--- src/rtl/cbf_counter_sequencer.sv ---
// ---------------------------------------------------------------------------------------------
// cbf_counter_sequencer
//
// Request front-end for a counting Bloom filter counter bank. A request (query, insert or
// delete) carries a key. The block derives NUM_HASH counter indices from that key and visits
// one index per cycle. On each visit it either pulses the write enable of that counter, with
// the shared increment/decrement line set, or it only samples the counter's flags.
//
// The counters report their current value through two flags:
//   - zero : the counter holds zero.
//   - OF   : the counter is saturated.
// These flags decide membership for a query. They also block an insert into a saturated
// counter and a delete from an empty one. A blocked step does not write and sets the
// response's sat flag.
//
// Index derivation, for step i:
//   h_i = fold(rotl(key, i)) ^ i
// fold() XORs together all IDX_W-bit slices of its argument.
//
// Ports:
//   CLK           clock, rising edge active
//   rstb          asynchronous active-low reset
//   req_valid     request present
//   req_ready     request can be accepted (high only while idle)
//   req_op        00 query, 01 insert, 10 delete, 11 reserved
//   req_key       request key
//   ctr_WE        one-hot counter write enable (combinational)
//   ctr_Increment 1 = increment, 0 = decrement (combinational)
//   ctr_zero      per-counter zero flag
//   ctr_OF        per-counter saturated flag
//   resp_valid    one-cycle response strobe
//   resp_hit      query result (held until the next response)
//   resp_sat      some step was blocked by a guard (held)
//   resp_err      reserved opcode seen (held)
// ---------------------------------------------------------------------------------------------
module cbf_counter_sequencer #(
    parameter int unsigned KEY_W    = 16,
    parameter int unsigned IDX_W    = 4,
    parameter int unsigned NUM_HASH = 3,
    localparam int unsigned NCTR    = 1 << IDX_W
) (
    input  logic             CLK,
    input  logic             rstb,

    input  logic             req_valid,
    output logic             req_ready,
    input  logic [1:0]       req_op,
    input  logic [KEY_W-1:0] req_key,

    output logic [NCTR-1:0]  ctr_WE,
    output logic             ctr_Increment,
    input  logic [NCTR-1:0]  ctr_zero,
    input  logic [NCTR-1:0]  ctr_OF,

    output logic             resp_valid,
    output logic             resp_hit,
    output logic             resp_sat,
    output logic             resp_err
);

    localparam logic [1:0] OpQuery  = 2'b00;
    localparam logic [1:0] OpInsert = 2'b01;
    localparam logic [1:0] OpDelete = 2'b10;
    localparam logic [1:0] OpRsvd   = 2'b11;

    localparam logic [IDX_W-1:0] LastStep = IDX_W'(NUM_HASH - 1);

    typedef enum logic [1:0] {
        StIdle,
        StStep,
        StResp
    } state_e;

    state_e             state_q, state_d;
    logic [IDX_W-1:0]   step_q, step_d;
    logic [KEY_W-1:0]   key_q, key_d;
    logic [1:0]         op_q, op_d;
    logic               hit_acc_q, hit_acc_d;
    logic               sat_acc_q, sat_acc_d;
    logic               resp_hit_q, resp_hit_d;
    logic               resp_sat_q, resp_sat_d;
    logic               resp_err_q, resp_err_d;

    logic [IDX_W-1:0]   cur_idx;
    logic               is_last;

    // h_i computed from the latched key and the current step number.
    function automatic logic [IDX_W-1:0] hash_idx(input logic [KEY_W-1:0] key,
                                                  input logic [IDX_W-1:0] i);
        logic [KEY_W-1:0] rot;
        logic [IDX_W-1:0] acc;
        rot = '0;
        for (int unsigned b = 0; b < KEY_W; b++) begin
            rot[(b + 32'(i)) % KEY_W] = key[b];
        end
        acc = i;
        for (int unsigned s = 0; s < KEY_W / IDX_W; s++) begin
            acc = acc ^ rot[s*IDX_W +: IDX_W];
        end
        return acc;
    endfunction

    assign cur_idx = hash_idx(key_q, step_q);
    assign is_last = (step_q == LastStep);

    always_comb begin
        state_d       = state_q;
        step_d        = step_q;
        key_d         = key_q;
        op_d          = op_q;
        hit_acc_d     = hit_acc_q;
        sat_acc_d     = sat_acc_q;
        resp_hit_d    = resp_hit_q;
        resp_sat_d    = resp_sat_q;
        resp_err_d    = resp_err_q;
        ctr_WE        = '0;
        ctr_Increment = 1'b0;

        unique case (state_q)
            StIdle: begin
                if (req_valid) begin
                    key_d     = req_key;
                    op_d      = req_op;
                    step_d    = '0;
                    hit_acc_d = 1'b1;
                    sat_acc_d = 1'b0;
                    state_d   = StStep;
                end
            end

            StStep: begin
                unique case (op_q)
                    OpInsert: begin
                        if (ctr_OF[cur_idx]) begin
                            sat_acc_d = 1'b1;
                        end else begin
                            ctr_WE        = NCTR'(1) << cur_idx;
                            ctr_Increment = 1'b1;
                        end
                    end
                    OpDelete: begin
                        if (ctr_zero[cur_idx]) begin
                            sat_acc_d = 1'b1;
                        end else begin
                            ctr_WE = NCTR'(1) << cur_idx;
                        end
                    end
                    OpQuery: begin
                        hit_acc_d = hit_acc_q & ~ctr_zero[cur_idx];
                    end
                    default: begin
                        // Reserved opcode: a single silent cycle, so its response comes one
                        // cycle after acceptance plus one, with no counter activity.
                    end
                endcase

                if (is_last || (op_q == OpRsvd)) begin
                    state_d = StResp;
                    // Response flags are captured on entry to RESP and held afterwards.
                    resp_hit_d = (op_q == OpQuery) & hit_acc_d;
                    resp_sat_d = sat_acc_d;
                    resp_err_d = (op_q == OpRsvd);
                end else begin
                    step_d = step_q + 1'b1;
                end
            end

            StResp: begin
                state_d = StIdle;
            end

            default: begin
                state_d = StIdle;
            end
        endcase
    end

    always_ff @(posedge CLK or negedge rstb) begin
        if (!rstb) begin
            state_q    <= StIdle;
            step_q     <= '0;
            key_q      <= '0;
            op_q       <= '0;
            hit_acc_q  <= 1'b1;
            sat_acc_q  <= 1'b0;
            resp_hit_q <= 1'b0;
            resp_sat_q <= 1'b0;
            resp_err_q <= 1'b0;
        end else begin
            state_q    <= state_d;
            step_q     <= step_d;
            key_q      <= key_d;
            op_q       <= op_d;
            hit_acc_q  <= hit_acc_d;
            sat_acc_q  <= sat_acc_d;
            resp_hit_q <= resp_hit_d;
            resp_sat_q <= resp_sat_d;
            resp_err_q <= resp_err_d;
        end
    end

    assign req_ready  = (state_q == StIdle);
    assign resp_valid = (state_q == StResp);
    assign resp_hit   = resp_hit_q;
    assign resp_sat   = resp_sat_q;
    assign resp_err   = resp_err_q;

endmodule

--- config.mk ---
export PLATFORM = sky130hd
export DESIGN_NAME = cbf_counter_sequencer
export DESIGN_NICKNAME = d
export VERILOG_FILES = /design/src/rtl/cbf_counter_sequencer.sv
export SDC_FILE = /design/constraint.sdc
export NUM_CORES = 1
export LEC_CHECK = 0
export BUFFER_PORTS_ARGS = -buffer_cell sky130_fd_sc_hd__buf_4
export CAP_MARGIN = 0
export CORE_MARGIN = 4
export CORE_UTILIZATION = 45
export CTS_BUF_LIST = sky130_fd_sc_hd__clkbuf_4 sky130_fd_sc_hd__clkbuf_8
export DETAILED_ROUTE_END_ITERATION = 6
export PLACE_DENSITY = 0.64
export SYNTH_ARGS = -nofsm -noshare
export SYNTH_HDL_FRONTEND = slang
export SYNTH_SLANG_ARGS = --single-unit
--- constraint.sdc ---
create_clock -name CLK -period 13.65 [get_ports CLK]
set_input_delay 0.6825 -clock CLK [delete_from_list [all_inputs] [get_ports CLK]]
set_output_delay 0.6825 -clock CLK [all_outputs]
set_load 0.005 [all_outputs]
==> metrics.txt, run 1 <==
outcome=complete, but fails checks; failing checks=design-rule violations; H-tree Lvls=2; commonest non-fill, non-tap cell in the layout=nand2_1; Mapped Nets=1,028; largest net degree at the start of global routing=50; initial antenna violation count=0; hold buffers post-CTS=0; die area=16,700 um^2; worst reg2reg startpoint=step_q[0]; Routed WL=29,400 um; Worst-path clk slew=0.06 ns; ys flop type=dfrtp_1; Final Max Slew Viols=0; HPWL after DPL=20,800 um; Mapped Area=6620 um^2; post-cts resize count=0; R2R cell count=17; Setup Crit Path Kind=reg -> out; EDFF count, synth=0; port bufs=74; DRT Pass-1 Iters=7; post-route ant nets=0; Worst Setup End Kind=primary output; r2r setup slk=7.30 ns; startpoint types=flip-flop; detailed-route DRC error count=9; worst slew pin tran=1.09 ns; Clk Latency, worst-skew pair=0.27 ns; uppermost layer routed=met4; Slew headroom=27.5%; CP Capture Point=ctr_WE[6]; Max clock buf depth=2; layout cell share with drive strength beyond 1=16.5%; Achievable Freq=135 MHz; #FFs+latches synth=29; Yosys cell types=102; GR Util All Layers=34.4%; Layout area overhead=9.21%; die width=129 um; routed length on met2=12,000 um; met3 wire len=4250 um; 1st-iter DRT viols=1,357; number of diodes=0; RR Endpoint=resp_sat; Synth Instances=958; clock skew=0.00535 ns; total number of vias=8,324; WP data required=12.97 ns; GPL Wtd Cong=1.05; crit path from=step_q[0]; fin crit period=7.40 ns; YS warnings=0; worst min path class=in -> async; via/cell ratio=7.14; Crit path arrival time=6.72 ns; die height=129 um; most frequent cells in the layout=nand2_1 (132), nor2_1 (96), buf_4 (95), o21ai_0 (61), nand3_1 (56); drt wl/cell=25.2 um; max cap viols=0; clock root cell=clkbuf_8; Num CTS Buffers=5; fin crit share=54.2%; RSZ-0062 raised after global routing=no; layout net count=1,051; Congestion Overflow GR=0; setup bufs post-CTS=0; global-route wire length before repair=44,800 um; asr flop ratio synth=100%; Final Hold Violating Endpoints=0; num rows=44; syn_area_per_cell=6.91 um^2; Core Footprint=14,500 um^2; Starting Density=45.7%; final number of setup-violating endpoints=0; Seq/Total Area, Yosys=11.0%; CTS tree=done; vias in the first global route=7,833; WL met1=11,300 um; I/O pin cnt=75; Worst Path Max Fanout=26; CTS sink cnt=29; total negative slack=0 ns
## registers in the layout, indices dropped and copies added, names as in the netlist
| register | cells |
|---|---|
| key_q | 16 |
| step_q | 4 |
| op_q | 2 |
| state_q | 2 |
| hit_acc_q | 1 |
| resp_err | 1 |
| resp_hit | 1 |
| resp_sat | 1 |
| sat_acc_q | 1 |
## Yosys cell counts, drive strengths merged, types with 7 or more instances
cell type	number	area [um^2]
nand2	134	513
nor2	99	379
o21ai	71	359
nand3	57	290
buf	47	328
a21oi	44	239
clkbuf	32	120
dfrtp	28	701
mux2i	25	250
o211ai	25	208
nor3	21	105
and2	20	125
inv	19	71.3
ha	17	213
nand4	17	134
a211oi	16	125
and3	16	100
o22ai	16	100
a31oi	15	93.8
nand2b	15	93.8
nor4	11	68.8
o221ai	11	96.3
xnor2	11	134
o2111ai	10	87.6
o31ai	10	75.1
a21boi	9	93.8
a221oi	9	85.1
nor2b	9	56.3
a21o	8	60.1
o21a	8	60.1
o311ai	8	70.1
xor2	8	108
mux2	7	78.8
nand3b	7	56.3
or3	7	43.8
## cell type report
cell class | instances | area, um^2
clock buffers | 8 | 97.6
fillers | 1484 | 7250
inverters | 19 | 71.3
multi-input cells | 831 | 5380
flip-flops and latches | 29 | 728
well taps | 184 | 230
repair buffers | 95 | 713
## logic make-up (layout without fill, tap and decap cells)
| kind of cell | Yosys count | count (layout) | synth area share, % |
|---|---|---|---|
| and+or+nand+nor | 435 | 435 | 32.5 |
| AOI/OAI and AO/OA | 326 | 326 | 36.2 |
| buffers and inverters | 98 | 122 | 7.85 |
| muxes | 32 | 32 | 4.97 |
| DFF | 29 | 29 | 11.0 |
| xor gates and xnor gates | 21 | 21 | 4.33 |
| adders and majority gates | 17 | 17 | 3.22 |
## routing by layer
metal	track usage (%)	vias to the layer above
met5	0	-
met4	19.6	0
met3	8.78	172
met2	49.3	719
met1	46.6	3755
li1	-	3678
## worst min-delay path by stage
| stage | startpoint | end | slack, ns |
|---|---|---|---|
| CTS | rstb | step_q[0] | 0.33 |
| global placement | sat_acc_q | sat_acc_q | 0.48 |
| global route | rstb | op_q[0] | 0.34 |
| finish | rstb | key_q[3] | 0.31 |
| floorplan | rstb | key_q[0] | 0.39 |
| detailed placement | resp_hit | resp_hit | 0.50 |
## metrics by stage
stage / std cells / hold WS (ns) / setup slack [ns] / instance area, um^2 / utilization [%]
2_1_floorplan: 958 / 0.387 / 8.80 / 6620 / -
3_3_place_gp: 1158 / 0.482 / 6.80 / 7130 / 49.2
4_1_cts: 1166 / 0.328 / 6.40 / 7220 / 49.9
5_1_grt: 1166 / 0.343 / 5.90 / 7220 / 49.9
3_5_place_dp: 1158 / 0.497 / 6.73 / 7130 / 49.2
6_report: 1166 / 0.315 / 6.25 / 7220 / 49.9
## critical path: stages, from the launching register on
cell      delay [ns]
dfrtp_1         0.90
inv_1           0.29
ha_1            0.29
buf_4           0.23
xnor2_2         0.42
buf_4           0.44
nand2_1         0.18
nor2_1          0.31
a211oi_1        0.11
nor4_1          0.42
a211oi_1        0.17
a211oi_2        0.25
xnor3_1         0.90
mux2i_1         0.30
mux2i_1         0.10
a22oi_1         0.35
nand4_2         0.25
a21boi_2        0.24
and2_1          0.15
buf_4           0.10
Power of run 1 is left out: the tool's default activity adds up to more than one toggle a clock period on the data nets, which glitch-free logic cannot reach.
==> run 2, diff against run 1 <==
==> constraint.sdc (replaced) <==
create_clock -name CLK -period 7.3 [get_ports CLK]
set_input_delay 0.365 -clock CLK [delete_from_list [all_inputs] [get_ports CLK]]
set_output_delay 0.365 -clock CLK [all_outputs]
set_load 0.005 [all_outputs]
==> run 2 against run 1 <==
  * The flow finishes with violations (negative hold slack)
  * Design area increased by 0.42%
  * First-iteration DRC count grew 3.2%
  * Routed wire length down 2.6%
  * Core utilization is 0.21 points higher
  * Sequential cell count did not move
  * Cell count hardly changed
  * Via count increased by 0.86%
  * Critical path depth is 3 lower
  * Non-clock buffer count up 1
  * Die area unchanged
  * Sequential share of layout area is essentially flat
  * Critical path type unchanged
  * Critical endpoint is now ctr_WE[14]
==> metrics.txt, run 2 (synthesis results as in run 1) <==
outcome=complete, but fails checks; failing checks=negative hold slack; Max clock buf depth=2; layout net count=1,052; total negative slack=0 ns; Layout area overhead=9.67%; hold buffers post-CTS=0; die area=16,700 um^2; H-tree Lvls=2; via/cell ratio=7.19; die width=129 um; CTS sink cnt=29; Num CTS Buffers=5; r2r setup slk=1.54 ns; GR Util All Layers=33.5%; Crit path arrival time=6.22 ns; die height=129 um; max reg flops=16; post-route ant nets=0; DRT Pass-1 Iters=6; num rows=44; Clk Latency, worst-skew pair=0.28 ns; CTS tree=done; Biggest register=key_q; largest registers=key_q: 16 flops, step_q: 4 flops; worst min path class=in -> async; Slew headroom=36.3%; Congestion Overflow GR=0; multi-input combinational cell area=5380 um^2; I/O pin cnt=75; hold_ws=-0.00289 ns; post-route cell area=7250 um^2; Final Max Slew Viols=0; detailed-route DRC error count=0; vias in the first global route=7,940; fin crit share=90.2%; Final Hold Violating Endpoints=16; Routed WL=28,600 um; commonest non-fill, non-tap cell in the layout=nand2_1; most frequent cells in the layout=nand2_1 (132), nor2_1 (96), buf_4 (96), o21ai_0 (61), nand3_1 (56); HPWL after DPL=20,400 um; post-cts resize count=0; Core Footprint=14,500 um^2; GPL Wtd Cong=1.10; worst-path cell with the longest stage delay=dfrtp_1; Sequential Area=728 um^2; fin crit period=6.59 ns; total number of vias=8,396; startpoint types=flip-flop; fillers=1,477; Setup Crit Path Kind=reg -> out; crit-path cells=ha_1 -> xor2_2 -> o211ai_1 -> mux2_1 -> o211ai_1 -> a31oi_1 -> o211ai_2 -> mux2i_1 -> a311oi_2 -> xnor2_2 -> mux2i_1 -> a22oi_1 -> nand4_2 -> a21boi_2 -> and2_1 -> buf_4; Worst-path clk slew=0.06 ns; 1st-iter DRT viols=1,401; setup bufs post-CTS=0; max cap viols=0; port bufs=74; RSZ-0062 raised after global routing=no; max incr delay on CP=0.89 ns; Starting Density=45.7%; Post-Route Utilization=50.1%; Worst Setup End Kind=primary output; WP data required=6.93 ns; clock skew=0.00611 ns; placed inst area=7130 um^2; largest net degree at the start of global routing=34; worst slew pin tran=0.955 ns; layout cell share with drive strength beyond 1=16.6%; final number of setup-violating endpoints=0; initial antenna violation count=1; drt wl/cell=24.5 um; Achievable Freq=152 MHz; number of diodes=0; Worst Path Max Fanout=23; global-route wire length before repair=44,200 um; clock root cell=clkbuf_8
## run 2: changes by cell type in the layout (fill, tap and decap cells not counted)
cell	before	now
buf_4	95	96
bufinv_16	0	1
clkbuf_4	2	1
## run 2: critical path, delay by kind of cell (launching register included)
family          cells  cell delay, ns
buf+inv             1            0.11
mux                 3            0.79
fa+ha+maj           1            0.89
simple gates        2            0.39
compound gates      7            1.53
xor+xnor            2            1.31
flops               1            0.89
## run 2: area by class of cell
| class | count | area share (%) |
|---|---|---|
| sequential | 29 | 10.0 |
| inverter | 19 | 0.983 |
| tap | 184 | 3.17 |
| clock buffer | 7 | 1.24 |
| multi-input combinational | 831 | 74.2 |
| timing repair buffer | 96 | 9.93 |
| clock inverter | 1 | 0.414 |
## run 2: through the flow
stage          hold slack (ns)  setup slack [ns]  std cells
2_1_floorplan           0.0694              2.77        958
3_3_place_gp             0.304              1.34       1159
3_5_place_dp             0.307              1.17       1159
4_1_cts                0.00858             0.855       1167
5_1_grt                 0.0316             0.301       1167
6_report              -0.00289             0.714       1167
## run 2: path summary, 6_finish.rpt
kind                            depth (start not counted)         end       start
max in group asynchronous                               1   hit_acc_q        rstb
worst max-delay path                                   16  ctr_WE[14]   step_q[0]
worst max register to register                         15    resp_sat   step_q[0]
min in group CLK                                        3    key_q[4]  req_key[4]
worst min register to register                          2    resp_hit    resp_hit
worst min-delay path                                    1     op_q[0]        rstb
## run 2: metal layers
layer | GRT usage (%) | share of wire, %
met3 | 8.86 | 14
met5 | 0 | 0.17
met2 | 50.1 | 41
met1 | 44.1 | 38
met4 | 17.4 | 6.4
Power of run 2 is left out for the same reason.
==> run 3, diff against run 2 <==
--- a/config.mk
+++ b/config.mk
@@ -11,7 +11,7 @@
 export CORE_UTILIZATION = 45
 export CTS_BUF_LIST = sky130_fd_sc_hd__clkbuf_4 sky130_fd_sc_hd__clkbuf_8
 export DETAILED_ROUTE_END_ITERATION = 6
-export PLACE_DENSITY = 0.64
+export PLACE_DENSITY = 0.66
 export SYNTH_ARGS = -nofsm -noshare
 export SYNTH_HDL_FRONTEND = slang
 export SYNTH_SLANG_ARGS = --single-unit
==> constraint.sdc (replaced) <==
create_clock -name CLK -period 6 [get_ports CLK]
set_input_delay 0.3 -clock CLK [delete_from_list [all_inputs] [get_ports CLK]]
set_output_delay 0.3 -clock CLK [all_outputs]
set_load 0.005 [all_outputs]
==> run 3 against run 2 <==
  * The flow finishes with violations (design-rule violations)
  * Cell count grew 1.5%
  * Critical path depth grew 1
  * Largest cell class unchanged
  * Critical path type unchanged
  * First-iteration DRC count grew 12%
  * Sequential share of layout area shrank 0.22 points
==> metrics.txt, run 3 (synthesis results as in run 1) <==
DRT Pass-1 Iters=7; fin crit share=94.8%; vias in the first global route=8,206; Crit path arrival time=5.39 ns; I/O pin cnt=75; startpoint types=flip-flop; GPL Wtd Cong=1.12; Biggest register=key_q; global-route wire length before repair=45,900 um; die width=129 um; fillers=1,481; Worst-path clk slew=0.06 ns; GR Util All Layers=34.9%; Worst Path Max Fanout=20; largest registers=key_q: 16 flops, step_q: 4 flops; Final Hold Violating Endpoints=0; setup bufs post-CTS=0; Core Footprint=14,500 um^2; Setup Crit Path Kind=reg -> out; placed inst area=7270 um^2; Congestion Overflow GR=0; total number of vias=8,518; CTS sink cnt=29; clock root cell=clkbuf_8; commonest non-fill, non-tap cell in the layout=nand2_1; most frequent cells in the layout=nand2_1 (132), buf_4 (112), nor2_1 (95), o21ai_0 (60), nand3_1 (56); final worst slack=0.312 ns; layout cell share with drive strength beyond 1=18.3%; max reg flops=16; Layout area overhead=12.3%; failing checks=design-rule violations; H-tree Lvls=2; HPWL after DPL=21,800 um; via/cell ratio=7.19; largest net degree at the start of global routing=32; Routed WL=29,600 um; clock skew=0.00430 ns; drt wl/cell=25.0 um; worst slew pin tran=0.995 ns; worst min path class=in -> reg; Achievable Freq=176 MHz; port bufs=74; detailed-route DRC error count=68; CTS tree=done; post-route cell area=7430 um^2; die area=16,700 um^2; Max clock buf depth=2; Worst Setup End Kind=primary output; number of diodes=0; fin crit period=5.69 ns; WP data required=5.70 ns; die height=129 um; final number of setup-violating endpoints=0; num rows=44; Clk Latency, worst-skew pair=0.28 ns; Final Max Slew Viols=0; max cap viols=0; post-route ant nets=0; outcome=complete, but fails checks; Starting Density=45.7%; Slew headroom=33.7%; Num CTS Buffers=5; layout net count=1,070; dpl ws=0.593 ns; initial antenna violation count=0; Post-Route Utilization=51.3%; 1st-iter DRT viols=1,570
==> run 3: cell type report <==
type                    count  area [um^2]  share of cell area (%)
well taps                 184          230                    3.10
clock buffers               6         76.3                    1.03
inverters                  19         71.3                   0.960
clock inverters             2         10.0                   0.135
flip-flops and latches     29          729                    9.82
repair buffers            114          871                    11.7
multi-input cells         831         5440                    73.2
==> run 3: through the flow <==
| step | hold WS, ns | instances | setup TNS (ns) |
|---|---|---|---|
| global route | 0.214 | 1185 | -0.0174 |
| floorplan | 0.00441 | 958 | 0 |
| finish | 0.207 | 1185 | 0 |
| CTS | 0.204 | 1185 | 0 |
| global placement | 0.238 | 1176 | 0 |
| detailed placement | 0.239 | 1176 | 0 |
==> run 3: what timing repair did <==
| action | in CTS | in global routing |
|---|---|---|
| endpoints found under the setup margin | 0 | 16 |
| resized for setup | 0 | 10 |
| endpoints found under the hold margin | 28 | 0 |
| hold buffers | 1 | 0 |
==> run 3: routing by layer <==
layer  GRT usage [%]  routed length, um
met3            10.9               4500
met1            45.8              11000
met4            21.1               2430
met2            49.8              11700
met5               0                  0
==> run 3: worst paths after layout <==
kind                       cells past startpoint  slack (ns)        from        end
max                                           17        0.31   step_q[0]  ctr_WE[8]
min                                            3        0.21  req_key[1]   key_q[1]
max reg2reg                                   16        0.96   step_q[0]   resp_sat
min reg2reg                                    2        0.50   sat_acc_q  sat_acc_q
max in group asynchronous                      2        5.21        rstb  hit_acc_q
min in group asynchronous                      2        0.48        rstb   key_q[8]
==> run 3: critical path, cell delays in order (launching register included) <==
cell and delay, ns:
dfrtp_1 0.55, ha_1 0.33, buf_4 0.32, inv_1 0.17, nor2_2 0.51, a221oi_1 0.19, o31ai_1 0.11, a21oi_1 0.08
o41ai_1 0.47, xor2_1 0.31, xnor3_1 0.49, buf_4 0.25, mux2_2 0.30, o2111ai_1 0.25, nand4_2 0.25, a21boi_2 0.25
and2_1 0.15, buf_4 0.11
Power of run 3 is left out for the same reason.
